File: src/rtl/cpu_control_sequencer.sv
// Hardwired multi-cycle controller: two-byte fetch, decode, and per-T-state datapath control.
// Optional macro SINGLE_STEP_EN adds a Step input and a WAIT state between instructions.
module cpu_control_sequencer #(
  parameter logic [5:0] HALT_OP    = 6'h3F,
  parameter logic [2:0] PC_INC_FUN = 3'b001
) (
  input  logic        Clock,
  input  logic        Reset,
`ifdef SINGLE_STEP_EN
  input  logic        Step,
`endif
  input  logic [15:0] IROut,
  input  logic [3:0]  Flags,
  output logic [2:0]  RF_OutASel,
  output logic [2:0]  RF_OutBSel,
  output logic [2:0]  RF_FunSel,
  output logic [3:0]  RF_RegSel,
  output logic [3:0]  RF_ScrSel,
  output logic [4:0]  ALU_FunSel,
  output logic        ALU_WF,
  output logic [1:0]  ARF_OutCSel,
  output logic [1:0]  ARF_OutDSel,
  output logic [2:0]  ARF_FunSel,
  output logic [2:0]  ARF_RegSel,
  output logic        IR_LH,
  output logic        IR_Write,
  output logic        Mem_WR,
  output logic        Mem_CS,
  output logic [1:0]  MuxASel,
  output logic [1:0]  MuxBSel,
  output logic        MuxCSel,
  output logic [2:0]  SeqT,
  output logic        Halted,
  output logic        IllegalOp
);

  typedef enum logic [2:0] {FETCH_L, FETCH_H, EXEC, HALT, WAIT} state_t;

  localparam logic [5:0] OP_BRA = 6'h00, OP_BNE = 6'h01, OP_BEQ = 6'h02;
  localparam logic [5:0] OP_ADD = 6'h04, OP_SUB = 6'h05, OP_AND = 6'h06;
  localparam logic [5:0] OP_ORR = 6'h07, OP_XOR = 6'h08;
  localparam logic [5:0] OP_LDI = 6'h10, OP_LDM = 6'h11, OP_STM = 6'h12;
  localparam logic [2:0] FUN_LOAD = 3'b010;

`ifdef SINGLE_STEP_EN
  localparam state_t DONE_STATE = WAIT;
`else
  localparam state_t DONE_STATE = FETCH_L;
`endif

  state_t      state;
  logic [2:0]  seq_t;
  logic        illegal_op;
  logic [5:0]  opcode;
  logic [1:0]  rd, rs1, rs2;
  logic        zero;
  logic        known_op;
  logic        unused_bits;

  assign opcode      = IROut[15:10];
  assign rd          = IROut[9:8];
  assign rs1         = IROut[7:6];
  assign rs2         = IROut[5:4];
  assign zero        = Flags[3];
  assign unused_bits = ^{IROut[3:0], Flags[2:0]};

  function automatic logic [3:0] reg_en(input logic [1:0] k);
    return ~(4'b1000 >> k);
  endfunction

  function automatic logic [4:0] alu_code(input logic [5:0] op);
    case (op)
      OP_ADD:  return 5'b10100;
      OP_SUB:  return 5'b10110;
      OP_AND:  return 5'b10111;
      OP_ORR:  return 5'b11000;
      default: return 5'b11001;
    endcase
  endfunction

  always_comb begin
    known_op = 1'b0;
    case (opcode)
      OP_BRA, OP_BNE, OP_BEQ, OP_ADD, OP_SUB, OP_AND, OP_ORR, OP_XOR,
      OP_LDI, OP_LDM, OP_STM: known_op = 1'b1;
      default:                known_op = (opcode == HALT_OP);
    endcase
  end

  always_ff @(posedge Clock or negedge Reset) begin
    if (!Reset) begin
      state      <= FETCH_L;
      seq_t      <= 3'd0;
      illegal_op <= 1'b0;
    end else begin
      case (state)
        FETCH_L: begin state <= FETCH_H; seq_t <= 3'd1; end
        FETCH_H: begin state <= EXEC;    seq_t <= 3'd2; end
        EXEC: begin
          if (opcode == HALT_OP) begin
            state <= HALT;
            seq_t <= 3'd0;
          end else if ((opcode == OP_LDM || opcode == OP_STM) && seq_t == 3'd2) begin
            seq_t <= 3'd3;
          end else begin
            state <= DONE_STATE;
            seq_t <= 3'd0;
          end
          if (!known_op) illegal_op <= 1'b1;
        end
        HALT: begin state <= HALT; seq_t <= 3'd0; end
`ifdef SINGLE_STEP_EN
        WAIT: begin
          if (Step) state <= FETCH_L;
          seq_t <= 3'd0;
        end
`endif
        default: begin state <= FETCH_L; seq_t <= 3'd0; end
      endcase
    end
  end

  assign SeqT      = seq_t;
  assign Halted    = (state == HALT);
  assign IllegalOp = illegal_op;

  // Control word: idle by default; the Reset gate keeps it idle while reset is held.
  always_comb begin
    RF_OutASel = 3'd0;  RF_OutBSel = 3'd0;  RF_FunSel  = 3'd0;
    RF_RegSel  = 4'hF;  RF_ScrSel  = 4'hF;  ALU_FunSel = 5'd0;  ALU_WF = 1'b0;
    ARF_OutCSel = 2'd0; ARF_OutDSel = 2'd0; ARF_FunSel = 3'd0;  ARF_RegSel = 3'b111;
    IR_LH = 1'b0; IR_Write = 1'b0; Mem_WR = 1'b0; Mem_CS = 1'b1;
    MuxASel = 2'd0; MuxBSel = 2'd0; MuxCSel = 1'b0;
    if (Reset) begin
      case (state)
        FETCH_L, FETCH_H: begin
          Mem_CS     = 1'b0;
          IR_Write   = 1'b1;
          IR_LH      = (state == FETCH_H);
          ARF_FunSel = PC_INC_FUN;
          ARF_RegSel = 3'b011;
        end
        EXEC: begin
          case (opcode)
            OP_BRA, OP_BNE, OP_BEQ: begin
              if (opcode == OP_BRA || (opcode == OP_BNE && !zero) || (opcode == OP_BEQ && zero)) begin
                MuxBSel    = 2'b11;
                ARF_FunSel = FUN_LOAD;
                ARF_RegSel = 3'b011;
              end
            end
            OP_ADD, OP_SUB, OP_AND, OP_ORR, OP_XOR: begin
              RF_OutASel = {1'b0, rs1};
              RF_OutBSel = {1'b0, rs2};
              ALU_FunSel = alu_code(opcode);
              ALU_WF     = 1'b1;
              RF_FunSel  = FUN_LOAD;
              RF_RegSel  = reg_en(rd);
            end
            OP_LDI: begin
              MuxASel   = 2'b11;
              RF_FunSel = FUN_LOAD;
              RF_RegSel = reg_en(rd);
            end
            OP_LDM, OP_STM: begin
              if (seq_t == 3'd2) begin
                MuxBSel    = 2'b11;
                ARF_FunSel = FUN_LOAD;
                ARF_RegSel = 3'b101;
              end else begin
                ARF_OutDSel = 2'b10;
                Mem_CS      = 1'b0;
                if (opcode == OP_LDM) begin
                  MuxASel   = 2'b10;
                  RF_FunSel = FUN_LOAD;
                  RF_RegSel = reg_en(rd);
                end else begin
                  RF_OutASel = {1'b0, rd};
                  ALU_FunSel = 5'b10000;
                  Mem_WR     = 1'b1;
                end
              end
            end
            default: ;
          endcase
        end
        default: ;
      endcase
    end
  end

endmodule

File: config.mk
export PLATFORM = sky130hd
export DESIGN_NAME = cpu_control_sequencer
export DESIGN_NICKNAME = d
export VERILOG_FILES = /design/src/rtl/cpu_control_sequencer.sv
export SDC_FILE = /design/constraint.sdc
export NUM_CORES = 1
export LEC_CHECK = 0
export CAP_MARGIN = 10
export CORE_MARGIN = 2
export CORE_UTILIZATION = 29
export DETAILED_ROUTE_END_ITERATION = 16
export PLACE_DENSITY = 0.76
export SYNTH_ARGS = -nofsm -noshare
export SYNTH_HDL_FRONTEND = slang
export SYNTH_SLANG_ARGS = --single-unit
File: constraint.sdc
create_clock -name Clock -period 2.1 [get_ports Clock]
set_input_delay 0.42 -clock Clock [delete_from_list [all_inputs] [get_ports Clock]]
set_output_delay 0.42 -clock Clock [all_outputs]
set_load 0.005 [all_outputs]
# After elaboration in Yosys (flattened, before gate mapping)
# Index checks and enable logic that the tools add are counted.
# totals
regBits,7
input_bits,22
wordCells,109
# op_classes
n_eq_ne,16
shifts,1
n_mux,71
bitwise,2
reduce_logical,16
# op_table
op,n
2-bit 2-to-1 mux,29
6-bit by 3-bit == test with 1-bit output (second input constant),4
2-bit one-hot mux with 2 select lines,6
5-bit 2-to-1 mux,4
6-bit by 5-bit == test with 1-bit output (second input constant),3
1-bit 2-to-1 mux,16
4-bit 2-to-1 mux,4
4-bit one-hot mux with 4 select lines,1
3-bit 2-to-1 mux,4
3-bit one-hot mux with 2 select lines,2
3-bit one-hot mux with 4 select lines,1
11-bit OR reduction,1
5-bit one-hot mux with 2 select lines,1
3-bit by 2-bit == test with 1-bit output (second input constant),3
4-bit one-hot mux with 2 select lines,1
6-bit by 1-bit == test with 1-bit output (second input constant),1
6-bit by 2-bit == test with 1-bit output (second input constant),1
6-bit by 4-bit == test with 1-bit output (second input constant),1
6-bit == test (second input constant),1
6-bit zero test,1
2-bit one-hot mux with 3 select lines,1
6-bit OR reduction,1
5-bit OR reduction,1
4-bit inverter,1
other kinds (12),17

# Longest topological paths before layout
# Gate-level depths: netlist of the first run.
# logic_depth
ltp_word,8
ltp_mapped,5
depth_no_buf,4

# Worst setup path after synthesis of the first run
# Ideal clock, no wire load.
# synth_timing
kind,in2out
startpoint,in IROut[15]
endpoint,out MuxBSel[1]
t_arrival_ns,1.780
required_time_ns,1.680
path_slack_ns,-0.100
cell_stages,5
path_buffers,2
cell_sequence,buf_6 > or4b_4 > or3_4 > a21oi_1 > buf_4
# synth_between
elab_chain_cells,8
word_cells_on_any_way,15
# synth_rtl
element,line_no,text
start: declaration,12,"input logic [15:0] IROut,"
6-bit by 1-bit == test with 1-bit output,"144, 146",
1-bit logical AND,146,if (opcode == OP_BRA || (opcode == OP_BNE && !zero) || (opcode == OP_BEQ && zero)) begin
1-bit logical OR (2 in a row),146,
2-bit 2-to-1 mux,146,
2-bit one-hot mux with 2 select lines *,144,case (opcode)
2-bit 2-to-1 mux *,135,case (state)
2-bit 2-to-1 mux *,134,if (Reset) begin
end: declaration,30,"output logic [1:0] MuxBSel,"
# Every way passes the cells marked *; elsewhere a longest branch is shown, timed or not.

# Final worst setup path of the first run
# layout_timing
startpoint,in IROut[10]
endpoint,out ALU_FunSel[3]
# layout_between
elab_chain_cells,5
word_cells_on_any_way,13
# layout_rtl
element,line_no,text
"6-bit by 3-bit == test with 1-bit output, or another cell as far along","72, 144",
"4-bit one-hot mux with 4 select lines, or another cell as far along",72,case (op)
5-bit one-hot mux with 2 select lines *,144,
5-bit 2-to-1 mux *,135,
5-bit 2-to-1 mux *,134,
end: declaration,19,"output logic [4:0] ALU_FunSel,"
# Marked as above.

==> impl_metrics.ini, run 1 <==
[logic_synthesis]
synthesis.instances = 107
synth.ff_latch_count = 5
post-synth-top-area-fraction = 0.1543
post_synth_edffs = 0
synthDistinctLibCells = 42
yosysTopAreaCell = buf_4
syn-mean-instance-area_sq_um = 7.729
ys_top_cells_by_area = buf_4, dfrtp_1, a21oi_1
ys.warnings.count = 0
synth.yosys.seq_area_share = 0.1513
ys_async_sr_fraction = 1.000
synthFlopType = dfrtp_1
synth.cell_area_sq_um = 827.0

[routing]
dr.first_iter.drc_count = 36
drt-wirelength-per-cell_um = 13.96
routed_wirelength_um = 3099
vias = 1074
drt_first_pass_iters = 4
detail-route-antenna-nets = 0
avgViaCountPerCell = 4.838
remaining_drc_errors = 0

[status]
status = finished with violations
failed_checks = negative setup slack

[setup_path]
arrival_ps = 1830
critPathCaptureType = primary output
critical_path.slowest_cell = or4b_4
critical_path.cell_chain = buf_4 -> or4b_4 -> a211oi_4 -> nand2_2 -> buf_6 -> a21oi_2 -> buf_2
crit_type = in -> out
critPathMaxStageDelay_ps = 510
cp_max_fo = 6
critical_path.startpoint_type = input port
cp.required_ps = 1680

[global_route]
grt_start_max_net_pins = 10
grt_pass1_wl_um = 4912
globalRoute.busiestLayer = met2
grt-ovfl-total = 0
grt.met1_usage = 0.2172
grt.total_usage = 0.1894
grt_util_met3 = 0.02268
via_count_of_the_first_global_routing_pass = 1080
antenna_found_initial = 0
grt.met2_usage = 0.3523

[pwr]
power.internal_uw = 573.3
netSwitchingPower_uw = 362.9
static-leakage-power_uw = 0.0007815
power.share.sequential = 0.173
peakVddDrop_mv = 0.6280
clock_power_share = 0.122
p_comb_frac = 0.705
power.density_mw_per_mm2 = 555.1
post-layout-total-power_uw = 936.2
switching_share = 0.3876

[timing]
highest_achievable_clock_rate_mhz = 445.3
min_period_over_period = 1.069
final.setup.tns_ps = -1512
whs_ps = 293.4
post-route-min-period_ps = 2246
worst_slack_ps = -145.6
grt_setup_unrepaired = true
clock_skew_ps = 0.9595
timing_hold_violations_final = 0
final-setup-viol-count = 15
drv_slew = 0

[min_path]
worst_hold_path_type = in -> async

[floorplan]
fp.dieH_um = 57.40
floorplan_row_count = 19
die_area_sq_mm = 0.003295
die_x_um = 57.40
top_level_ports = 69
floorplan.core_area_sq_mm = 0.002734
initial_core_util = 0.3025

[finish]
antenna-diode-count = 0
final_core_utilization = 0.6169
drive_gt1_frac = 0.5393
final-instance-count-excl-fill = 222
syn_to_final_growth_pct = 103.9
layout.nets = 214

[clock_tree]
cts_num_sinks = 5
cts-root-to-sink-buffers = 2
clock_tree.htree_level_count = 1
worst_skew_pair.late_latency_ps = 250
cts_made_buffers = 3
root_buffer = clkbuf_4
cts.reportedPaths.clkPinSlew_ps = 40
cts_tree = yes
cts_hold_repair.buffers = 0

[job]
drv.max_cap_violation_count = 0

[placed_design]
gpl.final_weighted_congestion = 0.8201
port_buffers = 46
place.detailed.instances = 204
detailed_place_hpwl_um = 2179
registers in the layout, indices dropped and copies added (netlist names):
| name | cells |
|---|---|
| state | 2 |
| IllegalOp | 1 |
| SeqT | 2 |
power groups by stage:
stage,clock network (uW),logic (uW),registers [uW]
global placement,0,555,157
global route,125,712,167
detailed placement,0,563,161
floorplan,0,237,168
finish,114,660,162
CTS,119,642,161
cells in the mapped netlist (2+ instances only):
cell type,number
o31ai_1,2
dfrtp_1,5
nand3b_1,2
and3_1,4
nor4b_1,2
a21o_1,3
buf_2,3
a22oi_1,2
nand2_1,7
nand2b_1,2
buf_6,2
buf_4,17
nor3_1,3
nand4_1,2
nand3_1,2
or3_1,2
inv_1,4
nor3b_1,4
nor2_1,5
or4b_4,2
nor2b_1,3
a21oi_1,8
conb_1,2
repair_timing:
action,in CTS,in global routing
gates resized for setup,150,11
setup endpoints to repair,28,20
buffers inserted,13,2
pin swaps,25,5
metal layers:
metal / vias up / wire, um / share of wire
met1: 508 / 1249 / 0.40
met5: - / 0 / 0
met2: 41 / 1626 / 0.52
li1: 521 / - / -
met4: 0 / 53 / 0.017
met3: 4 / 169 / 0.055
area by class of cell:
type / instances / area, sq um
fill: 230 / 1047
timing repair buffer: 90 / 750.7
multi-input combinational: 88 / 730.7
sequential: 5 / 125.1
tap: 31 / 38.79
clock buffer: 4 / 26.28
inverter: 4 / 15.01
cell families after synthesis:
family                 Yosys count  synth area share
flip-flops                       5            0.1513
XOR/XNOR                         1           0.01059
AND/OR/NAND/NOR                 47            0.3616
multiplexers                     1           0.01210
buffers and inverters           27            0.2224
AO/OA/AOI/OAI                   24            0.2330
other                            2          0.009081
cells in the final DEF (no fill, tap or decap), drive strengths merged, types with 2 or more instances in the layout:
cell type,n
inv,4
o21ai,2
buf,67
clkdlybuf4s50,13
o31ai,2
a21oi,8
dfrtp,5
nor2b,3
a22oi,2
and3,4
nand3b,2
nor2,5
dlygate4sd2,7
or4b,2
or3,3
conb,15
nor4b,2
nand3,2
nand2b,2
clkbuf,6
nor3,3
nand2,8
a21o,3
nand4,2
nor3b,4
metrics by stage:
stage	setup slack [ps]	instance area (sq um)
after floorplan	-5.901	883.3
after detailed placement	-972.1	1435
final	-145.6	1687
after CTS	-188.3	1653
after global placement	-899.4	1435
after global routing	-245.0	1687
worst paths after layout:
check	start	to	slack, ps	cells after the start
worst min register to register	IllegalOp	IllegalOp	490	1
max in group asynchronous	Reset	state[1]	1680	2
worst max register to register	SeqT[0]	state[1]	650	6
min in group Clock	IllegalOp	IllegalOp	490	1
worst max-delay path	IROut[10]	ALU_FunSel[3]	-150	7
worst min-delay path	Reset	SeqT[0]	290	2
critical path, delay by kind of cell:
family	cells	cell delay (ps)
buf+inv	3	390
compound gates	2	380
simple gates	2	630
Note: power is estimated with default switching activity, not from simulation.
==> inputs of run 2 (changes only) <==
- CAP_MARGIN: 10 -> 5
- CORE_ASPECT_RATIO: default -> 2
- CTS_BUF_LIST: default -> sky130_fd_sc_hd__clkbuf_16
==> impl_metrics.ini, run 2 (synthesis gave the netlist of run 1 again) <==
[finish]
antenna-diode-count = 0
syn_to_final_growth_pct = 105.6
final_common_cell = buf_4
final_area_sq_mm = 0.001700
final.fill_count = 221
layout.nets = 214
layout.cells.most_common_list = buf_4, conb_1, buf_2, clkdlybuf4s50_1, buf_6
drive_gt1_frac = 0.5550
final_core_utilization = 0.6214

[setup_path]
critPathBufInv = 4
critical_path.startpoint_type = input port
timing.critical_path.depth = 7
cp_max_fo = 7
cp_common_cell = buf_6
critical_path.slowest_cell = or4b_4
worst_path_dominant_cell_family = simple AND/OR/NAND/NOR gates
r2r.worst_path.cells = 6
critPathCaptureType = primary output
crit_type = in -> out
critPathMaxStageDelay_ps = 570
cp.required_ps = 1680
critical_path.cell_chain = buf_12 -> or4b_4 -> a211oi_4 -> buf_4 -> buf_6 -> and3_4 -> buf_6
arrival_ps = 1840

[min_path]
worst_hold_path_type = in -> async

[global_route]
grt.total_usage = 0.2133
grt.met2_usage = 0.4047
grt-ovfl-total = 0
globalRoute.busiestLayer = met2
grt_pass1_wl_um = 5430
via_count_of_the_first_global_routing_pass = 1145
grt_start_max_net_pins = 9
grt.met1_usage = 0.1827
grt_util_met3 = 0.03846
antenna_found_initial = 0

[routing]
detail-route-antenna-nets = 0
vias = 1135
drt-wirelength-per-cell_um = 15.72
routed_wirelength_um = 3458
dr.first_iter.drc_count = 16
avgViaCountPerCell = 5.159
remaining_drc_errors = 0
drt_first_pass_iters = 4

[status]
status = finished with violations
failed_checks = negative setup slack

[timing]
final.setup.tns_ps = -1315
final-setup-viol-count = 15
highest_achievable_clock_rate_mhz = 442.3
min_period_over_period = 1.077
worst_slack_ps = -160.7
post-route-min-period_ps = 2261
grt_setup_unrepaired = true
timing_hold_violations_final = 0
drv_slew = 0
clock_skew_ps = 0.8174

[clock_tree]
clock_tree.htree_level_count = 1
cts_hold_repair.buffers = 0
cts_made_buffers = 3
cts_tree = yes
cts.reportedPaths.clkPinSlew_ps = 30
root_buffer = clkbuf_16
worst_skew_pair.late_latency_ps = 230
cts_num_sinks = 5
cts-root-to-sink-buffers = 2

[pwr]
p_comb_frac = 0.565
power.density_mw_per_mm2 = 655.0
power.share.sequential = 0.154
power.internal_uw = 717.5
peakVddDrop_mv = 0.6413
netSwitchingPower_uw = 396.2
static-leakage-power_uw = 0.0007856
clock_power_share = 0.281
switching_share = 0.3557

[floorplan]
floorplan.core_area_sq_mm = 0.002736
die_x_um = 41.76
floorplan_row_count = 27
die_area_sq_mm = 0.003321
top_level_ports = 69
initial_core_util = 0.3022
fp.dieH_um = 79.52

[placed_design]
detailed_place_hpwl_um = 2475
gpl.final_weighted_congestion = 0.8900
pre_cts_slack_ps = -968.6
port_buffers = 46
placed_cell_area_sq_mm = 0.001448

[job]
drv.max_cap_violation_count = 0
## run 2: worst paths after layout
check	start	end	slack (ps)
setup / recovery	IROut[11]	RF_OutBSel[0]	-160
max in group asynchronous	Reset	IllegalOp	1670
hold reg to reg	IllegalOp	IllegalOp	470
setup reg to reg	SeqT[0]	state[1]	600
hold / removal	Reset	SeqT[0]	320
min in group Clock	IllegalOp	IllegalOp	470
## run 2: layer usage
metal	routed length [um]	vias to the layer above
li1	-	522
met1	1017	525
met2	1978	68
met3	249	20
met4	212	0
met5	0	-
## run 2: what timing repair did
item	in CTS	in global routing
pin swaps	24	19
endpoints found under the setup margin	28	22
resized for setup	137	26
buffers inserted	10	4
## run 2: worst register-to-register path, delay by kind of cell, from the launching register on
kind	cells	cell delay, ps
AO/OA/AOI/OAI	2	180
flip-flops	1	360
buffers and inverters	2	300
AND/OR/NAND/NOR	2	600
## run 2: cell type report
class / count / area [sq um] / area share
Tap cell: 29 / 36.28 / 0.02134
Multi-Input combinational cell: 88 / 698.2 / 0.4106
Clock inverter: 1 / 3.754 / 0.002208
Timing Repair Buffer: 90 / 747.0 / 0.4393
Sequential cell: 5 / 125.1 / 0.07358
Inverter: 4 / 15.01 / 0.008830
Clock buffer: 3 / 75.07 / 0.04415
## run 2: per-stage QoR
| step | power, uW | cells | hold slack [ps] |
|---|---|---|---|
| after detailed placement | 727.3 | 204 | 453.8 |
| final | 1114 | 220 | 322.7 |
| after CTS | 1084 | 217 | 307.3 |
| after global placement | 716.3 | 204 | 449.0 |
| after floorplan | 405.3 | 120 | 124.4 |
| after global routing | 1169 | 220 | 352.9 |
## run 2: power by group through the flow
stage	combinational (uW)	sequential [uW]	clock, uW
global placement	551	165	0
global route	672	175	322
floorplan	237	168	0
finish	629	172	313
detailed placement	561	167	0
CTS	597	171	316
